### src/rtl/div_pkg.sv
// div_pkg: shared definitions for the RV32M divider and the DIVop decoder.
//   DIV_OP_WIDTH - width of the DIVop operation select
//   div_op_e     - DIVop encodings (DIV, DIVU, REM, REMU)
//   div_state_e  - divider FSM states (IDLE, CALC, DONE)
//   XLEN_DEFAULT - default operand/result width
package div_pkg;

    localparam int XLEN_DEFAULT = 32;
    localparam int DIV_OP_WIDTH = 2;

    typedef enum logic [DIV_OP_WIDTH-1:0] {
        DIV  = 2'd0,
        DIVU = 2'd1,
        REM  = 2'd2,
        REMU = 2'd3
    } div_op_e;

    typedef enum logic [1:0] {
        IDLE = 2'd0,
        CALC = 2'd1,
        DONE = 2'd2
    } div_state_e;

    // Signed variants are the ones with DIVop[0] clear.
    function automatic logic op_is_signed(input div_op_e op);
        return (op == DIV) || (op == REM);
    endfunction

    function automatic logic op_is_rem(input div_op_e op);
        return (op == REM) || (op == REMU);
    endfunction

endpackage

### src/rtl/div_step.sv
// div_step: one radix-2 restoring division step (combinational).
//   rem_in       - partial remainder, always < divisor
//   dividend_bit - next dividend bit shifted into the remainder
//   divisor      - divisor magnitude
//   rem_out      - next partial remainder
//   q_bit        - quotient bit produced by this step
module div_step
    import div_pkg::*;
#(
    parameter int XLEN = XLEN_DEFAULT
) (
    input  logic [XLEN-1:0] rem_in,
    input  logic            dividend_bit,
    input  logic [XLEN-1:0] divisor,
    output logic [XLEN-1:0] rem_out,
    output logic            q_bit
);

    logic [XLEN:0] shifted;
    logic [XLEN:0] trial;

    // Because rem_in < divisor, shifted < 2*divisor, so the XLEN+1-bit
    // difference has its MSB set exactly when the subtraction went negative.
    always_comb begin
        shifted = {rem_in, dividend_bit};
        trial   = shifted - {1'b0, divisor};
        q_bit   = ~trial[XLEN];
        rem_out = q_bit ? trial[XLEN-1:0] : shifted[XLEN-1:0];
    end

endmodule

### src/rtl/div_unit.sv
// div_unit: multi-cycle RV32M divider (DIV, DIVU, REM, REMU).
//   clk        - system clock
//   reset      - synchronous, active-high reset
//   div_valid  - request, held high until div_ready
//   DIVop      - operation select (div_op_e)
//   dividend   - rs1 value
//   divisor    - rs2 value
//   div_result - quotient or remainder, valid while div_ready=1, held after
//   div_ready  - single-cycle completion pulse
//   div_busy   - high from accept until DONE is left
module div_unit
    import div_pkg::*;
#(
    parameter int XLEN = XLEN_DEFAULT
) (
    input  logic                    clk,
    input  logic                    reset,
    input  logic                    div_valid,
    input  logic [DIV_OP_WIDTH-1:0] DIVop,
    input  logic [XLEN-1:0]         dividend,
    input  logic [XLEN-1:0]         divisor,
    output logic [XLEN-1:0]         div_result,
    output logic                    div_ready,
    output logic                    div_busy
);

    localparam int CNT_W = $clog2(XLEN);
    localparam logic [XLEN-1:0] MIN_NEG = {1'b1, {(XLEN-1){1'b0}}};

    div_state_e       state, state_next;
    logic [CNT_W-1:0] cnt;
    logic [XLEN-1:0]  rem_r, quo_r, divisor_r;
    logic             q_neg, r_neg, op_rem_r;

    div_op_e          op_in;
    logic             in_signed, in_rem;
    logic             accept, fast, step_en, finish;
    logic [XLEN-1:0]  fast_result;
    logic [XLEN-1:0]  rem_next, quo_next;
    logic             q_bit;

    assign op_in     = div_op_e'(DIVop);
    assign in_signed = op_is_signed(op_in);
    assign in_rem    = op_is_rem(op_in);

    // quo_r starts as the dividend magnitude and is shifted left each step,
    // so its MSB feeds the remainder and quotient bits fill in from the LSB.
    div_step #(.XLEN(XLEN)) u_step (
        .rem_in       (rem_r),
        .dividend_bit (quo_r[XLEN-1]),
        .divisor      (divisor_r),
        .rem_out      (rem_next),
        .q_bit        (q_bit)
    );

    assign quo_next = {quo_r[XLEN-2:0], q_bit};

    // NOTE: every signal assigned here gets a default first so no latch is inferred.
    always_comb begin
        state_next  = state;
        accept      = 1'b0;
        fast        = 1'b0;
        fast_result = '0;
        step_en     = 1'b0;
        finish      = 1'b0;
        unique case (state)
            IDLE: begin
                if (div_valid) begin
                    accept = 1'b1;
                    if (divisor == '0) begin
                        fast        = 1'b1;
                        fast_result = in_rem ? dividend : '1;
                        state_next  = DONE;
                    end else if (in_signed && dividend == MIN_NEG && divisor == '1) begin
                        fast        = 1'b1;
                        fast_result = in_rem ? '0 : MIN_NEG;
                        state_next  = DONE;
                    end else begin
                        state_next = CALC;
                    end
                end
            end
            CALC: begin
                // Dropping the request mid-operation abandons it silently.
                if (!div_valid) begin
                    state_next = IDLE;
                end else begin
                    step_en = 1'b1;
                    if (cnt == '0) begin
                        finish     = 1'b1;
                        state_next = DONE;
                    end
                end
            end
            DONE:    state_next = IDLE;
            default: state_next = IDLE;
        endcase
    end

    always_ff @(posedge clk) begin
        if (reset) state <= IDLE;
        else       state <= state_next;
    end

    // NOTE: sequential state uses non-blocking assignments so every register
    // samples pre-edge values regardless of statement order.
    always_ff @(posedge clk) begin
        if (reset) begin
            // NOTE: the working registers are cleared too, not just the FSM,
            // so an aborted operation leaves nothing behind.
            cnt        <= '0;
            rem_r      <= '0;
            quo_r      <= '0;
            divisor_r  <= '0;
            q_neg      <= 1'b0;
            r_neg      <= 1'b0;
            op_rem_r   <= 1'b0;
            div_result <= '0;
            div_ready  <= 1'b0;
            div_busy   <= 1'b0;
        end else begin
            div_ready <= (state_next == DONE);
            div_busy  <= (state_next != IDLE);
            if (accept) begin
                op_rem_r  <= in_rem;
                q_neg     <= in_signed & (dividend[XLEN-1] ^ divisor[XLEN-1]);
                r_neg     <= in_signed & dividend[XLEN-1];
                // Negating MIN_NEG yields MIN_NEG, which is the right magnitude unsigned.
                quo_r     <= (in_signed && dividend[XLEN-1]) ? -dividend : dividend;
                divisor_r <= (in_signed && divisor[XLEN-1])  ? -divisor  : divisor;
                rem_r     <= '0;
                cnt       <= CNT_W'(XLEN - 1);
                if (fast) div_result <= fast_result;
            end
            if (step_en) begin
                rem_r <= rem_next;
                quo_r <= quo_next;
                cnt   <= cnt - CNT_W'(1);
                if (finish) begin
                    if (op_rem_r) div_result <= r_neg ? -rem_next : rem_next;
                    else          div_result <= q_neg ? -quo_next : quo_next;
                end
            end
        end
    end

endmodule

### config.mk
export PLATFORM = sky130hd
export DESIGN_NAME = div_unit
export DESIGN_NICKNAME = d
export VERILOG_FILES = /design/src/rtl/div_pkg.sv /design/src/rtl/div_step.sv /design/src/rtl/div_unit.sv
export SDC_FILE = /design/constraint.sdc
export NUM_CORES = 1
export LEC_CHECK = 0
export ABC_CLOCK_PERIOD_IN_PS = 14360
export BUFFER_PORTS_ARGS = -buffer_cell sky130_fd_sc_hd__clkbuf_2
export CORE_AREA = 2 2 147 149
export CTS_BUF_LIST = sky130_fd_sc_hd__clkbuf_16
export DETAILED_ROUTE_END_ITERATION = 6
export DIE_AREA = 0 0 149 151
export PLACE_DENSITY = 0.74
export SETUP_SLACK_MARGIN = 0.5
export SLEW_MARGIN = 20
export SYNTH_ARGS = -nofsm -noshare
export SYNTH_HDL_FRONTEND = slang
export SYNTH_SLANG_ARGS = --single-unit
### constraint.sdc
create_clock -name clk -period 14.36 [get_ports clk]
set_clock_uncertainty 0.15 [all_clocks]
set_input_delay 1.436 -clock clk [delete_from_list [all_inputs] [get_ports clk]]
set_output_delay 1.436 -clock clk [all_outputs]
set_load 0.02 [all_outputs]
==> impl_metrics.ini <==
[sta]
period_share_pct = 40.38
worst_slew_pin_slew_ps = 1134
grt_setup_unrepaired = false
max_freq_mhz = 172.5
hold_violations = 0
setup_violations = 0
slew_headroom_pct = 22.45
finalCriticalPeriod_ps = 5799
drv_slew = 0
fin_setup_tns_ps = 0

[routing]
firstDrtPassIters = 7
wl_per_cell_um = 19.41
viasPerCell = 6.307
drc = 1
antenna_left = 0
vias = 11970
drt-total-wl_mm = 36.83
drtIter0Drc = 1190

[clocking]
htree_num_levels = 4
cts_hold_buffers = 0
clk_latency_ps = 440
clockBufferDepth = 2
root_buffer = clkbuf_16
cts_resized = 0
clkSinkCount = 140
cts_buffers = 17
cts_tree = yes
clk_pin_slew_ps = 70
post_cts_buffers = 0

[pwr]
comb_power_share_pct = 21.9
sw_frac_of_total_pct = 33.83
finalPower_mw = 1.144
power_switching_mw = 0.3871
p_per_area_nw_per_um2 = 91.30
vdd_drop_max_uv = 75.62
p_int_mw = 0.7570
p_seq_share_pct = 37.1
clkPwrFrac_pct = 41.0
leakage_nw = 4.858

[yosys]
synth_edf_count = 0
ys_warn_count = 0
netlist_instances = 1575
synth_top_area_share_pct = 24.65
netlist_area_um2 = 11370
synth.net_count = 1683
synthFlopType = dfxtp_1
avgSynthCellArea_um2 = 7.219
synth_area_leaders = dfxtp_1 (25%), a21oi_1 (7.2%), nand2_1 (6.6%), o21ai_0 (5.9%), nor2_1 (5.5%)
synthArstFlopShare_pct = 0
ys_ff_latch = 140
synthTopCellsByCount = nand2_1 (199), nor2_1 (168), a21oi_1 (163)
synth.distinct_cells = 86
ys_seq_area_share_pct = 24.65
synth.largest_area_cell = dfxtp_1
synthMostInstantiatedCell = nand2_1

[final_layout]
nets = 1718
area_delta_synth_final_pct = 10.21
antennaDiodeCount = 0
drive_gt1_share_pct = 11.89

[floorplanning]
die-area_um2 = 22500
die_height_um = 151
io_pins = 103
num_rows = 53
core_area_um2 = 20820
start_util_pct = 54.60
dieWidth_um = 149

[worst_setup_path]
crit_type = register to register
r2r_slack_ps = 8560
critical_path_arrival_ps = 5970
critPathRequiredTime_ps = 14530
start_kind = register
endpoint_kind = register
crit_path_max_fanout = 46

[outcome]
status = finished, violations left
violations = design-rule violations

[global_route]
grt_antenna_before_repair = 0
grt_pass1_vias = 10940
grt_max_degree = 102
grt_pass1_wl_mm = 58.08
grt_util_all_layers_pct = 32.58
grt_overflow_total = 0

[job]
drv_cap = 0

[placed_design]
hpwl_mm = 26.86
io_buffers = 102
gp_congestion = 0.9190

[worst_hold_path]
hp-class = register to register
[worst max-delay path, cell delays in order (launching register included)]
cell,delay [ps]
dfxtp_1,340
inv_1,70
ha_1,210
fa_1,450
nor2b_4,180
o311a_1,230
o211ai_2,190
a2111oi_4,420
nor3_2,160
nor2_8,650
inv_4,380
a21oi_1,360
ha_1,260
nand2_1,60
or4_4,440
mux2i_4,230
nand2_1,200
o41ai_2,380
xor2_1,170
a21oi_1,80
[routing by layer]
metal / vias up / global-route usage, % / part of all wire, %
li1: 5764 / - / -
met1: 5564 / 44.82 / 44
met2: 544 / 51.84 / 45
met3: 99 / 5.120 / 7.6
met4: 0 / 11.71 / 3.4
met5: - / 0 / 0
[area by class of cell]
type	count	area, um2
Clock buffer	17	425.4
Multi-Input combinational cell	1277	7915
Fill cell	1962	8292
Clock inverter	15	176.4
Sequential cell	140	2804
Timing Repair Buffer	118	653.1
Inverter	56	212.7
Tap cell	275	344.1
[flip-flops by register name, indices dropped and copies added, names as in the netlist]
| name | count |
|---|---|
| r_neg | 1 |
| divisor_r | 32 |
| state | 2 |
| op_rem_r | 1 |
| div_result | 32 |
| q_neg | 1 |
| rem_r | 32 |
| cnt | 5 |
| div_busy | 1 |
| div_ready | 1 |
| quo_r | 32 |
[stage by stage]
| stage | hold WS, ps | area, um2 | util [%] | cells | setup WS [ps] |
|---|---|---|---|---|---|
| floorplan | 281.9 | 11370 | - | 1575 | 9528 |
| global placement | 291.0 | 11900 | 57.13 | 1865 | 8566 |
| detailed placement | 304.7 | 11900 | 57.13 | 1865 | 8651 |
| CTS | 315.6 | 12500 | 60.02 | 1897 | 8636 |
| global route | 343.7 | 12530 | 60.18 | 1898 | 8202 |
| finish | 311.5 | 12530 | 60.18 | 1898 | 8561 |
[logic make-up (layout without fill, tap and decap cells)]
family,count (synthesis),after routing,synth area share [%]
AOI/OAI and AO/OA,507,507,28.59
xor gates and xnor gates,128,128,9.860
adders and majority gates,39,39,4.358
buffers and inverters,158,206,5.931
DFF,140,140,24.65
muxes,25,25,2.366
and+or+nand+nor,578,578,24.24
[path summary, 6_finish.rpt]
kind / depth (start not counted) / startpoint / to
setup / recovery: 19 / quo_r[31] / div_result[22]
hold / removal: 2 / divisor_r[0] / divisor_r[0]
setup reg to reg: 19 / quo_r[31] / div_result[22]
hold reg to reg: 2 / divisor_r[0] / divisor_r[0]
[layout by cell type (no fill, tap or decap), drive strengths merged, types with 24 or more instances in the layout]
cell type / synthesis / final
dfxtp: 140 / 140
o21ai: 139 / 139
xor2: 71 / 71
a21oi: 166 / 166
inv: 56 / 66
nand4: 27 / 27
nor2: 169 / 169
a211oi: 37 / 37
clkbuf: 64 / 118
nand2: 199 / 199
nor3: 32 / 32
or3: 24 / 24
ha: 38 / 38
xnor2: 57 / 57
[power by group through the flow]
stage / clock network [mW] / logic (mW) / registers, mW
global route: 0.485 / 0.275 / 0.427
global placement: 0 / 0.241 / 0.432
CTS: 0.469 / 0.245 / 0.424
detailed placement: 0 / 0.243 / 0.433
floorplan: 0 / 0.174 / 0.428
finish: 0.469 / 0.250 / 0.425
Note: power is estimated with default switching activity, not from simulation.
